`src/rtl/intdiv_pkg.sv`:
```
// Shared definitions for the integer divider quotient path.
//   - SD2 digit encodings as produced by the digit-recurrence core
//   - sign and on/off constants
//   - controller state enumeration used by intdiv_qconv
//   - sd2_decode(): maps a raw 2-bit SD2 code onto its digit value
package intdiv_pkg;

  // SD2 digit codes. +1 has two encodings; both are treated identically.
  localparam logic [1:0] NEG1   = 2'b11;
  localparam logic [1:0] ZERO   = 2'b00;
  localparam logic [1:0] POS1_1 = 2'b01;
  localparam logic [1:0] POS1_2 = 2'b10;

  localparam logic NEGATIVE = 1'b1;
  localparam logic POSITIVE = 1'b0;

  localparam logic ON  = 1'b1;
  localparam logic OFF = 1'b0;

  typedef enum logic [1:0] {
    IDLE     = 2'd0,
    CONV     = 2'd1,
    WAIT_ADJ = 2'd2
  } state_e;

  // Decoded digit value, independent of which +1 encoding was used.
  typedef enum logic [1:0] {
    SD_ZERO = 2'd0,
    SD_POS  = 2'd1,
    SD_NEG  = 2'd2
  } sd2_val_e;

  function automatic sd2_val_e sd2_decode(input logic [1:0] code);
    sd2_val_e val;
    case (code)
      NEG1:           val = SD_NEG;
      POS1_1, POS1_2: val = SD_POS;
      default:        val = SD_ZERO;
    endcase
    return val;
  endfunction

endpackage

```
`src/rtl/intdiv_otf_step.sv`:
```
// One on-the-fly conversion step (combinational).
// Given the running quotient Q with its neighbours QM = Q-1 and QP = Q+1
// (all mod 2^N) and the next SD2 digit, produce the updated triple.
// Every result is a left shift of one of the three inputs with a fixed
// LSB appended, so no carry chain is needed.
// Ports:
//   i_q, i_qm, i_qp : current Q, Q-1, Q+1
//   i_dig           : SD2 digit (11=-1, 00=0, 01/10=+1)
//   o_q, o_qm, o_qp : next Q, Q-1, Q+1
module intdiv_otf_step
  import intdiv_pkg::*;
#(
  parameter int N = 8
) (
  input  logic [N-1:0] i_q,
  input  logic [N-1:0] i_qm,
  input  logic [N-1:0] i_qp,
  input  logic [1:0]   i_dig,
  output logic [N-1:0] o_q,
  output logic [N-1:0] o_qm,
  output logic [N-1:0] o_qp
);

  sd2_val_e w_val;
  assign w_val = sd2_decode(i_dig);

  always_comb begin
    // NOTE: every output gets a default before the case so no path can
    // leave it unassigned; that is what keeps this block free of latches.
    o_q  = {i_q[N-2:0],  1'b0};
    o_qm = {i_qm[N-2:0], 1'b1};
    o_qp = {i_q[N-2:0],  1'b1};
    case (w_val)
      SD_POS: begin
        o_q  = {i_q[N-2:0],  1'b1};
        o_qm = {i_q[N-2:0],  1'b0};
        o_qp = {i_qp[N-2:0], 1'b0};
      end
      SD_NEG: begin
        // 2Q-1 = 2(Q-1)+1, so the new Q comes from the old QM.
        o_q  = {i_qm[N-2:0], 1'b1};
        o_qm = {i_qm[N-2:0], 1'b0};
        o_qp = {i_q[N-2:0],  1'b0};
      end
      default: ;  // SD_ZERO: defaults above
    endcase
  end

endmodule

```
`src/rtl/intdiv_qconv.sv`:
```
// Sequential on-the-fly quotient converter for the integer divider.
// Accepts N SD2 quotient digits MSB first, tracks Q, Q-1 and Q+1, then
// picks the corrected quotient when the final-adjust decision arrives.
// Ports:
//   clk, rst      : clock, synchronous active-high reset
//   i_start       : begin a conversion (IDLE only)
//   i_dig_valid   : i_dig carries a digit (CONV only)
//   i_dig         : SD2 digit
//   i_adj_valid   : i_padj/i_seladj valid (WAIT_ADJ only)
//   i_padj        : 1 = Q+1, 0 = Q-1 (when i_seladj = 0)
//   i_seladj      : 1 = take Q unchanged
//   o_busy        : high in CONV and WAIT_ADJ
//   o_q_valid     : one-cycle pulse when o_q_out is updated
//   o_q_out       : final two's-complement quotient, held until next result
module intdiv_qconv
  import intdiv_pkg::*;
#(
  parameter int N = 8
) (
  input  logic         clk,
  input  logic         rst,
  input  logic         i_start,
  input  logic         i_dig_valid,
  input  logic [1:0]   i_dig,
  input  logic         i_adj_valid,
  input  logic         i_padj,
  input  logic         i_seladj,
  output logic         o_busy,
  output logic         o_q_valid,
  output logic [N-1:0] o_q_out
);

  localparam int CNT_W = $clog2(N + 1);
  localparam logic [CNT_W-1:0] LAST_DIG = CNT_W'(N - 1);

  state_e           r_state;
  logic [N-1:0]     r_q;
  logic [N-1:0]     r_qm;
  logic [N-1:0]     r_qp;
  logic [CNT_W-1:0] r_cnt;
  logic             r_busy;
  logic             r_q_valid;
  logic [N-1:0]     r_q_out;

  logic [N-1:0]     w_q_nxt;
  logic [N-1:0]     w_qm_nxt;
  logic [N-1:0]     w_qp_nxt;

  intdiv_otf_step #(.N(N)) u_step (
    .i_q  (r_q),
    .i_qm (r_qm),
    .i_qp (r_qp),
    .i_dig(i_dig),
    .o_q  (w_q_nxt),
    .o_qm (w_qm_nxt),
    .o_qp (w_qp_nxt)
  );

  // NOTE: all state here uses non-blocking assignments so every register
  // samples pre-edge values, independent of statement order.
  always_ff @(posedge clk) begin
    if (rst) begin
      r_state   <= IDLE;
      r_q       <= '0;
      r_qm      <= '1;
      r_qp      <= N'(1);
      r_cnt     <= '0;
      r_busy    <= OFF;
      r_q_valid <= OFF;
      r_q_out   <= '0;
    end else begin
      r_q_valid <= OFF;
      case (r_state)
        IDLE: begin
          if (i_start) begin
            r_q     <= '0;
            r_qm    <= '1;
            r_qp    <= N'(1);
            r_cnt   <= '0;
            r_busy  <= ON;
            r_state <= CONV;
          end
        end
        CONV: begin
          if (i_dig_valid) begin
            r_q   <= w_q_nxt;
            r_qm  <= w_qm_nxt;
            r_qp  <= w_qp_nxt;
            r_cnt <= r_cnt + CNT_W'(1);
            if (r_cnt == LAST_DIG) begin
              r_state <= WAIT_ADJ;
            end
          end
        end
        WAIT_ADJ: begin
          if (i_adj_valid) begin
            if (i_seladj)    r_q_out <= r_q;
            else if (i_padj) r_q_out <= r_qp;
            else             r_q_out <= r_qm;
            r_q_valid <= ON;
            r_busy    <= OFF;
            r_state   <= IDLE;
          end
        end
        default: begin
          r_state <= IDLE;
          r_busy  <= OFF;
        end
      endcase
    end
  end

  assign o_busy    = r_busy;
  assign o_q_valid = r_q_valid;
  assign o_q_out   = r_q_out;

endmodule
```
`config.mk`:
```
export PLATFORM = sky130hd
export DESIGN_NAME = intdiv_qconv
export DESIGN_NICKNAME = d
export VERILOG_FILES = /design/src/rtl/intdiv_pkg.sv /design/src/rtl/intdiv_otf_step.sv /design/src/rtl/intdiv_qconv.sv
export SDC_FILE = /design/constraint.sdc
export NUM_CORES = 1
export LEC_CHECK = 0
export BUFFER_PORTS_ARGS = -buffer_cell sky130_fd_sc_hd__buf_4
export CORE_MARGIN = 8
export CORE_UTILIZATION = 32
export CTS_BUF_LIST = sky130_fd_sc_hd__clkbuf_8 sky130_fd_sc_hd__clkbuf_16
export DETAILED_ROUTE_END_ITERATION = 12
export PLACE_DENSITY = 0.53
export SLEW_MARGIN = 20
export SYNTH_ARGS = -nofsm -noshare
export SYNTH_HDL_FRONTEND = slang
export SYNTH_SLANG_ARGS = --single-unit
```
`constraint.sdc`:
```
create_clock -name clk -period 2 [get_ports clk]
set_clock_uncertainty 0.1 [all_clocks]
set_input_delay 0.1 -clock clk [delete_from_list [all_inputs] [get_ports clk]]
set_output_delay 0.1 -clock clk [all_outputs]
set_load 0.005 [all_outputs]
```
==> qor.csv, run 1 <==
metric,value,unit
crit_family,buffers and inverters,
path_clk_slew,0.07,ns
ant_nets,0,
worst_setup_path_end_kind,register,
start_util,32.4,%
ys_types,38,
ys_ff_latch,39,
vias,1392,
r2r_cells,5,
synth-warning-count,0,
drc,0,
switchingPower,377,µW
finalCriticalPeriod,1.89,ns
first_global_vias,1389,
p_int,1100,µW
num_rows,27,
critPathSlowestCell,dlygate4sd3_1,
status,"finished, final reports clean",
p_leak,0.000745,µW
cp-startpoint,r_cnt[0],
place_ws,0.163,ns
syn-num-nets,184,
die_w,90.0,µm
grt_setup_unrepaired,false,
final_cell_mix,"38 x dfxtp_1, 21 x a22oi_1, 20 x buf_4",
area_delta_synth_final,16.1,%
postSynthAreaPerCell,10.2,µm²
core_area,5410,µm²
pwr-share-seq,54.9,%
p_per_area,727,nW/µm²
grt_max_degree,16,
hold_class,input port to register,
drive_above_1_share,18.0,%
hold_viol,0,
crit_type,register to register,
fin_nets,200,
cp.required,2.13,ns
final_common_cell,dfxtp_1,
ir_worst_vdd,0.000242,V
use_met2,14.9,%
hold_start,i_dig_valid,
final.setup.worst_slack,0.113,ns
cts_tree,done,
postCtsSetupRepairBufs,0,
multiInputGateArea,887,µm²
cpPeakStageDelay,0.58,ns
dieArea,8100,µm²
top_usage_layer,met2,
grt_pass1_wl,6.66,mm
drtIter0Drc,109,
worst-path-buf-inv,1,
path_max_fanout,3,
final.setup.tns,0,ns
diodes,0,
firstDrtPassIters,4,
grt.overflow.total,0,
maxCapViolCount,0,
vias_per_cell,5.33,
switching_share,25.5,%
startpoint_type,register,
regArea,782,µm²
r2r_start,r_cnt[0],
worst_slew_pin_slew,0.953,ns
synth_area,1750,µm²
crit_chain,ha_1 -> nand4_1 -> or4_1 -> o41ai_1 -> dlygate4sd3_1,
slew_violations,0,
globalplace.congestion,0.752,
clockPowerShare,34.4,%
wl_per_cell,14.7,µm
reg2reg_to,r_state[1],
clk_latency,0.29,ns
ys_seq_area_share,44.5,%
finalCritPeriodShare,94.4,%
met1_usage,12.1,%
grt.total_usage,9.79,%
worst_ep_arrival_time,2.02,ns
final_core_utilization,37.7,%
setup_viol,0,
wl,3.85,mm
cts_buffers,5,
antenna_found_initial,0,
io_buffers,18,
dp_hpwl,2.84,mm
slew_headroom,36.3,%
htree_levels,2,
grtUsageMet3,4.07,%
num_io_pins,19,
fp.dieH,90.0,µm
clockBufferDepth,2,
hold_depth,3,
worst_hold_path.endpoint,r_cnt[1],
max_freq,530,MHz
share_comb_of_total_power,10.7,%
holdWs,0.0435,ns
cts_root_buffer,clkbuf_8,
reg2reg_slack,0.11,ns
cts_sinks,39,
synth_cells,172,
fillers,565,
[tightest hold or removal path, stage by stage]
cell and delay [ns]:
buf_4 0.11, nand3b_1 0.10, a31oi_1 0.07
[area by class of cell]
cell class                 count  area share, %
clock buffer                   5           3.38
clock inverter                 3          0.799
inverter                       3          0.553
multi-input combinational    116           43.6
sequential                    39           38.4
tap                           72           4.43
timing repair buffer          23           8.85
[registers in the layout (all words and copies together), names as in the netlist]
name,count
o_q_out,8
r_cnt,4
r_qp,7
o_q_valid,1
r_state,2
r_qm,8
r_q,8
o_busy,1
[power by group through the flow]
stage / combinational, µW / clock, µW / sequential [µW]
global placement: 152 / 0 / 830
finish: 159 / 509 / 812
global route: 177 / 556 / 815
floorplan: 123 / 0 / 821
detailed placement: 156 / 0 / 829
CTS: 160 / 528 / 811
[synth_stat cells (all sizes together)]
| library cell | number | area [µm²] |
|---|---|---|
| nor2 | 4 | 15.0 |
| a2bb2oi | 7 | 61.3 |
| ha | 3 | 37.5 |
| nand3b | 1 | 7.51 |
| o41ai | 1 | 8.76 |
| nand4 | 2 | 12.5 |
| or4 | 2 | 15.0 |
| o2bb2ai | 15 | 131 |
| clkbuf | 6 | 22.5 |
| nor3 | 1 | 5.00 |
| o21ba | 1 | 10.0 |
| nand2 | 2 | 7.51 |
| a211o | 7 | 61.3 |
| inv | 3 | 11.3 |
| nor4 | 1 | 6.26 |
| or3 | 2 | 12.5 |
| mux2i | 3 | 33.8 |
| nor2b | 10 | 62.6 |
| a32o | 7 | 70.1 |
| dfxtp | 39 | 781 |
| o21bai | 2 | 18.8 |
| buf | 8 | 51.3 |
| a21oi | 3 | 15.0 |
| o31ai | 1 | 7.51 |
| or2 | 2 | 12.5 |
| nand3 | 1 | 5.00 |
| a22oi | 21 | 158 |
| a31oi | 1 | 6.26 |
| and3b | 1 | 10.0 |
| a21o | 1 | 7.51 |
| a211oi | 1 | 7.51 |
| o22a | 1 | 8.76 |
| nand2b | 10 | 62.6 |
| o21ai | 2 | 10.0 |
[routing by layer]
metal / part of all wire [%] / up-vias
li1: - / 702
met1: 49 / 651
met2: 44 / 33
met3: 5.7 / 6
met4: 1.3 / 0
met5: 0 / -
[cells by family (layout without fill, tap and decap cells)]
logic type / Yosys count / in the layout / synth area share [%]
multiplexers: 3 / 3 / 1.93
buffers and inverters: 17 / 34 / 4.85
adder cells (fa/ha/maj): 3 / 3 / 2.14
AO/OA/AOI/OAI: 71 / 71 / 33.2
flip-flops: 39 / 39 / 44.5
AND/OR/NAND/NOR: 39 / 39 / 13.3
[how the worst max path moves through the flow]
| stage | slack, ns | end | cells past startpoint |
|---|---|---|---|
| 2_1_floorplan | 0.57 | r_qm[5] | 7 |
| 3_3_place_gp | 0.26 | r_qp[5] | 6 |
| 3_5_place_dp | 0.16 | r_qm[7] | 6 |
| 4_1_cts | 0.11 | r_state[1] | 4 |
| 5_1_grt | 0.02 | r_state[1] | 5 |
| 6_report | 0.11 | r_state[1] | 5 |
[repair_timing]
item                                    CTS  global route
endpoints found under the hold margin     5             0
hold buffers                              3             0
endpoints found under the setup margin    0             1
resized for setup                         0             1
[metrics by stage]
stage	cells	area, µm²	power (µW)
final	261	2040	1480
after global routing	261	2040	1550
after CTS	261	2030	1500
after detailed placement	250	1920	986
after global placement	250	1920	981
after floorplan	172	1750	944
Note: power is estimated with default switching activity, not from simulation.
==> run 2, diff against run 1 <==
- ABC_AREA: unset -> 0
- CORE_UTILIZATION: 32 -> 55
- PLACE_DENSITY: 0.53 -> 0.79
==> qor.csv, run 2 (synthesis gave the netlist of run 1 again) <==
metric,value,unit
status,"finished, final reports clean",
worst_ep_arrival_time,2.01,ns
num_io_pins,19,
crit_chain,ha_1 -> nand4_1 -> or4_1 -> o41ai_1 -> dlygate4sd3_1,
hold_viol,0,
fp.dieH,72.5,µm
worst-path-buf-inv,1,
start_util,57.4,%
dieArea,5250,µm²
diodes,0,
drive_above_1_share,19.0,%
cp.required,2.13,ns
crit_type,register to register,
hold_class,input port to register,
vias,1443,
wl,3.79,mm
firstDrtPassIters,4,
grt_pass1_wl,6.54,mm
startpoint_type,register,
io_buffers,18,
setup_viol,0,
final_common_cell,dfxtp_1,
num_rows,20,
crit_family,buffers and inverters,
grt.overflow.total,0,
worst_slew_pin_slew,0.993,ns
clk_latency,0.29,ns
vias_per_cell,6.19,
cpPeakStageDelay,0.58,ns
final.setup.tns,0,ns
layoutNonFillerInstCount,233,
holdWs,0.0227,ns
die_w,72.5,µm
globalplace.congestion,0.862,
grt_max_degree,16,
worst_setup_path_end_kind,register,
cts_root_buffer,clkbuf_8,
postCtsSetupRepairBufs,0,
cts_buffers,5,
slew_violations,0,
area_delta_synth_final,14.3,%
slew_headroom,33.7,%
htree_levels,2,
fin_nets,200,
max_freq,533,MHz
p_per_area,737,nW/µm²
maxCapViolCount,0,
core_area,3050,µm²
critPathSlowestCell,dlygate4sd3_1,
cts_sinks,39,
path_clk_slew,0.07,ns
ant_nets,0,
grt_setup_unrepaired,false,
dp_hpwl,2.62,mm
drc,0,
grt.total_usage,15.4,%
cts_tree,done,
first_global_vias,1384,
clockBufferDepth,2,
final_cell_mix,"36 x dfxtp_1, 21 x a22oi_1, 20 x buf_4",
dp.cells,222,
finalCritPeriodShare,93.7,%
ir_worst_vdd,0.000426,V
finalCriticalPeriod,1.87,ns
p_leak,0.000746,µW
path_max_fanout,3,
drtIter0Drc,161,
antenna_found_initial,0,
wl_per_cell,16.2,µm
==> run 2: cell counts in the layout (fill, tap and decap cells not counted) <==
Identical to the previous run, type by type.
==> run 2: final timing paths <==
| kind | start | to | slack (ns) | depth (start not counted) |
|---|---|---|---|---|
| setup / recovery | r_cnt[0] | r_state[1] | 0.13 | 5 |
| hold / removal | i_dig_valid | r_cnt[1] | 0.02 | 3 |
| setup reg to reg | r_cnt[0] | r_state[1] | 0.13 | 5 |
| hold reg to reg | r_cnt[0] | r_cnt[0] | 0.36 | 1 |
==> run 2: per-stage QoR <==
step | worst slack, ns | cell area (µm²) | total power, µW | utilization, %
2_1_floorplan | 0.568 | 1750 | 944 | -
3_3_place_gp | 0.297 | 1880 | 979 | 61.7
3_5_place_dp | 0.217 | 1880 | 984 | 61.7
4_1_cts | 0.0829 | 2000 | 1490 | 65.5
5_1_grt | 0.0283 | 2000 | 1540 | 65.6
6_report | 0.125 | 2000 | 1480 | 65.6
==> run 2: layout make-up <==
class | instances | area, µm²
clock inverter | 3 | 16.3
clock buffer | 5 | 68.8
timing repair buffer | 23 | 180
tap | 44 | 55.1
sequential | 39 | 785
fill | 265 | 1050
inverter | 3 | 11.3
multi-input combinational | 116 | 887
==> run 2: power breakdown <==
part	internal (µW)	switching, µW
clock network	238	265
logic	72.3	88.0
registers	793	19.7
==> run 2: what timing repair did <==
item / in CTS / in global routing
endpoints found under the setup margin: 0 / 1
endpoints found under the hold margin: 5 / 0
gates resized for setup: 0 / 3
hold buffers: 3 / 0
==> run 2: routing by layer <==
layer | part of all wire (%) | wire (µm) | track usage [%] | vias to the layer above
li1 | - | - | - | 700
met1 | 48 | 1820 | 20.6 | 684
met2 | 42 | 1610 | 21.7 | 52
met3 | 8.2 | 310 | 5.37 | 7
met4 | 1.2 | 46 | 6.22 | 0
met5 | 0 | 0 | 0 | -
==> run 2: worst register-to-register path: cells and delay by family (launching register included) <==
kind,cells,cell delay [ns]
flip-flops,1,0.35
AND/OR/NAND/NOR,2,0.54
adder cells (fa/ha/maj),1,0.17
AO/OA/AOI/OAI,1,0.07
buffers and inverters,1,0.58
==> run 3, diff against run 2 <==
- CORE_ASPECT_RATIO: unset -> 1.25
==> qor.csv, run 3 (synthesis gave the netlist of run 1 again) <==
metric,value,unit
status,"finished, final reports clean",
die_w,66.5,µm
top_usage_layer,met2,
core_area,3140,µm²
firstDrtPassIters,4,
crit_chain,ha_1 -> nand4_1 -> or4_1 -> o41ai_1 -> dlygate4sd3_1,
ant_nets,0,
reg2reg_to,r_state[1],
clockBufferDepth,2,
drtIter0Drc,97,
first_global_vias,1512,
hold_viol,0,
grt_max_degree,18,
fillers,253,
final_core_utilization,63.8,%
grt_pass1_wl,6.83,mm
cp.required,2.14,ns
grt_setup_unrepaired,false,
final_cell_mix,"36 x dfxtp_1, 21 x a22oi_1, 19 x buf_4",
start_util,55.9,%
htree_levels,2,
drc,0,
fin_nets,199,
finalCritPeriodShare,94.9,%
share_comb_of_total_power,10.3,%
wl_per_cell,18.3,µm
use_met2,28.8,%
num_rows,23,
path_max_fanout,3,
dieArea,5260,µm²
hold_start,i_dig_valid,
final_common_cell,dfxtp_1,
diodes,0,
maxCapViolCount,0,
r2r_cells,5,
reg2reg_slack,0.10,ns
switchingPower,379,µW
startpoint_type,register,
worst_slew_pin_slew,0.979,ns
met1_usage,17.0,%
multiInputGateArea,887,µm²
crit_type,register to register,
antenna_found_initial,0,
cts_sinks,39,
r2r_start,r_cnt[0],
area_delta_synth_final,14.2,%
regArea,785,µm²
vias_per_cell,6.54,
slew_violations,0,
switching_share,24.4,%
p_per_area,776,nW/µm²
clockPowerShare,37.3,%
cts_buffers,5,
worst_setup_path_end_kind,register,
postCtsSetupRepairBufs,0,
critPathSlowestCell,dlygate4sd3_1,
worst_hold_path.endpoint,r_cnt[1],
hold_class,input port to register,
clk_latency,0.29,ns
wl,4.11,mm
io_buffers,18,
final.setup.tns,0,ns
hold_depth,3,
grt.overflow.total,0,
dp_hpwl,2.84,mm
pwr-share-seq,52.4,%
fp.dieH,79.1,µm
slew_headroom,34.6,%
ir_worst_vdd,0.000617,V
vias,1472,
num_io_pins,19,
grtUsageMet3,5.06,%
max_freq,527,MHz
grt.total_usage,16.5,%
p_leak,0.000752,µW
p_int,1170,µW
cts_tree,done,
cpPeakStageDelay,0.59,ns
worst_ep_arrival_time,2.04,ns
finalCriticalPeriod,1.90,ns
cts_root_buffer,clkbuf_8,
globalplace.congestion,0.872,
drive_above_1_share,18.6,%
setup_viol,0,
path_clk_slew,0.08,ns
## run 3: cell count changes in the layout (fill, tap and decap cells not counted)
| cell | delta |
|---|---|
| clkinv_2 | -1 |
| clkbuf_8 | +2 |
| clkinvlp_4 | -1 |
| buf_4 | -1 |
## run 3: area by class of cell
class,count,area share [%]
Multi-Input combinational cell,116,44.3
Timing Repair Buffer,22,8.63
Clock buffer,7,4.81
Inverter,3,0.563
Clock inverter,1,0.188
Sequential cell,39,39.2
Tap cell,37,2.31
## run 3: power groups by stage
stage	registers (µW)	logic [µW]	clock network [µW]
after floorplan	821	123	0
after global placement	830	148	0
after detailed placement	830	155	0
after CTS	812	159	587
after global routing	815	175	617
final	814	159	580
## run 3: per-layer routing
layer / vias to the layer above / wire (µm)
li1: 698 / -
met1: 733 / 1660
met2: 31 / 2210
met3: 10 / 149
met4: 0 / 89
met5: - / 0
## run 3: repair_timing
| item | 4_1_cts | 5_1_grt |
|---|---|---|
| endpoints found under the hold margin | 5 | 0 |
| resized for setup | 0 | 3 |
| hold buffers | 3 | 0 |
| setup endpoints to repair | 0 | 1 |
## run 3: worst max-delay path by stage
stage,start,to,depth (start not counted)
final,r_cnt[0],r_state[1],5
after global placement,i_dig[0],r_qp[5],6
after floorplan,i_dig[0],r_qm[5],7
after global routing,r_cnt[1],r_state[1],5
after CTS,r_cnt[0],r_state[1],5
after detailed placement,i_dig[0],r_qm[7],6
## run 3: critical path, delay by kind of cell, from the launching register on
kind	cells	cell delay, ns
AO/OA/AOI/OAI	1	0.08
adder cells (fa/ha/maj)	1	0.18
buffers and inverters	1	0.59
flip-flops	1	0.36
AND/OR/NAND/NOR	2	0.53
## run 3: through the flow
stage / power (µW) / hold WS [ns] / cell area [µm²] / setup slack [ns] / cells
floorplan: 944 / 0.102 / 1750 / 0.568 / 172
global placement: 978 / 0.205 / 1870 / 0.301 / 214
detailed placement: 985 / 0.210 / 1870 / 0.146 / 214
CTS: 1560 / 0.0326 / 2000 / 0.0563 / 225
global route: 1610 / 0.0558 / 2000 / 0.0358 / 225
finish: 1550 / 0.0293 / 2000 / 0.103 / 225
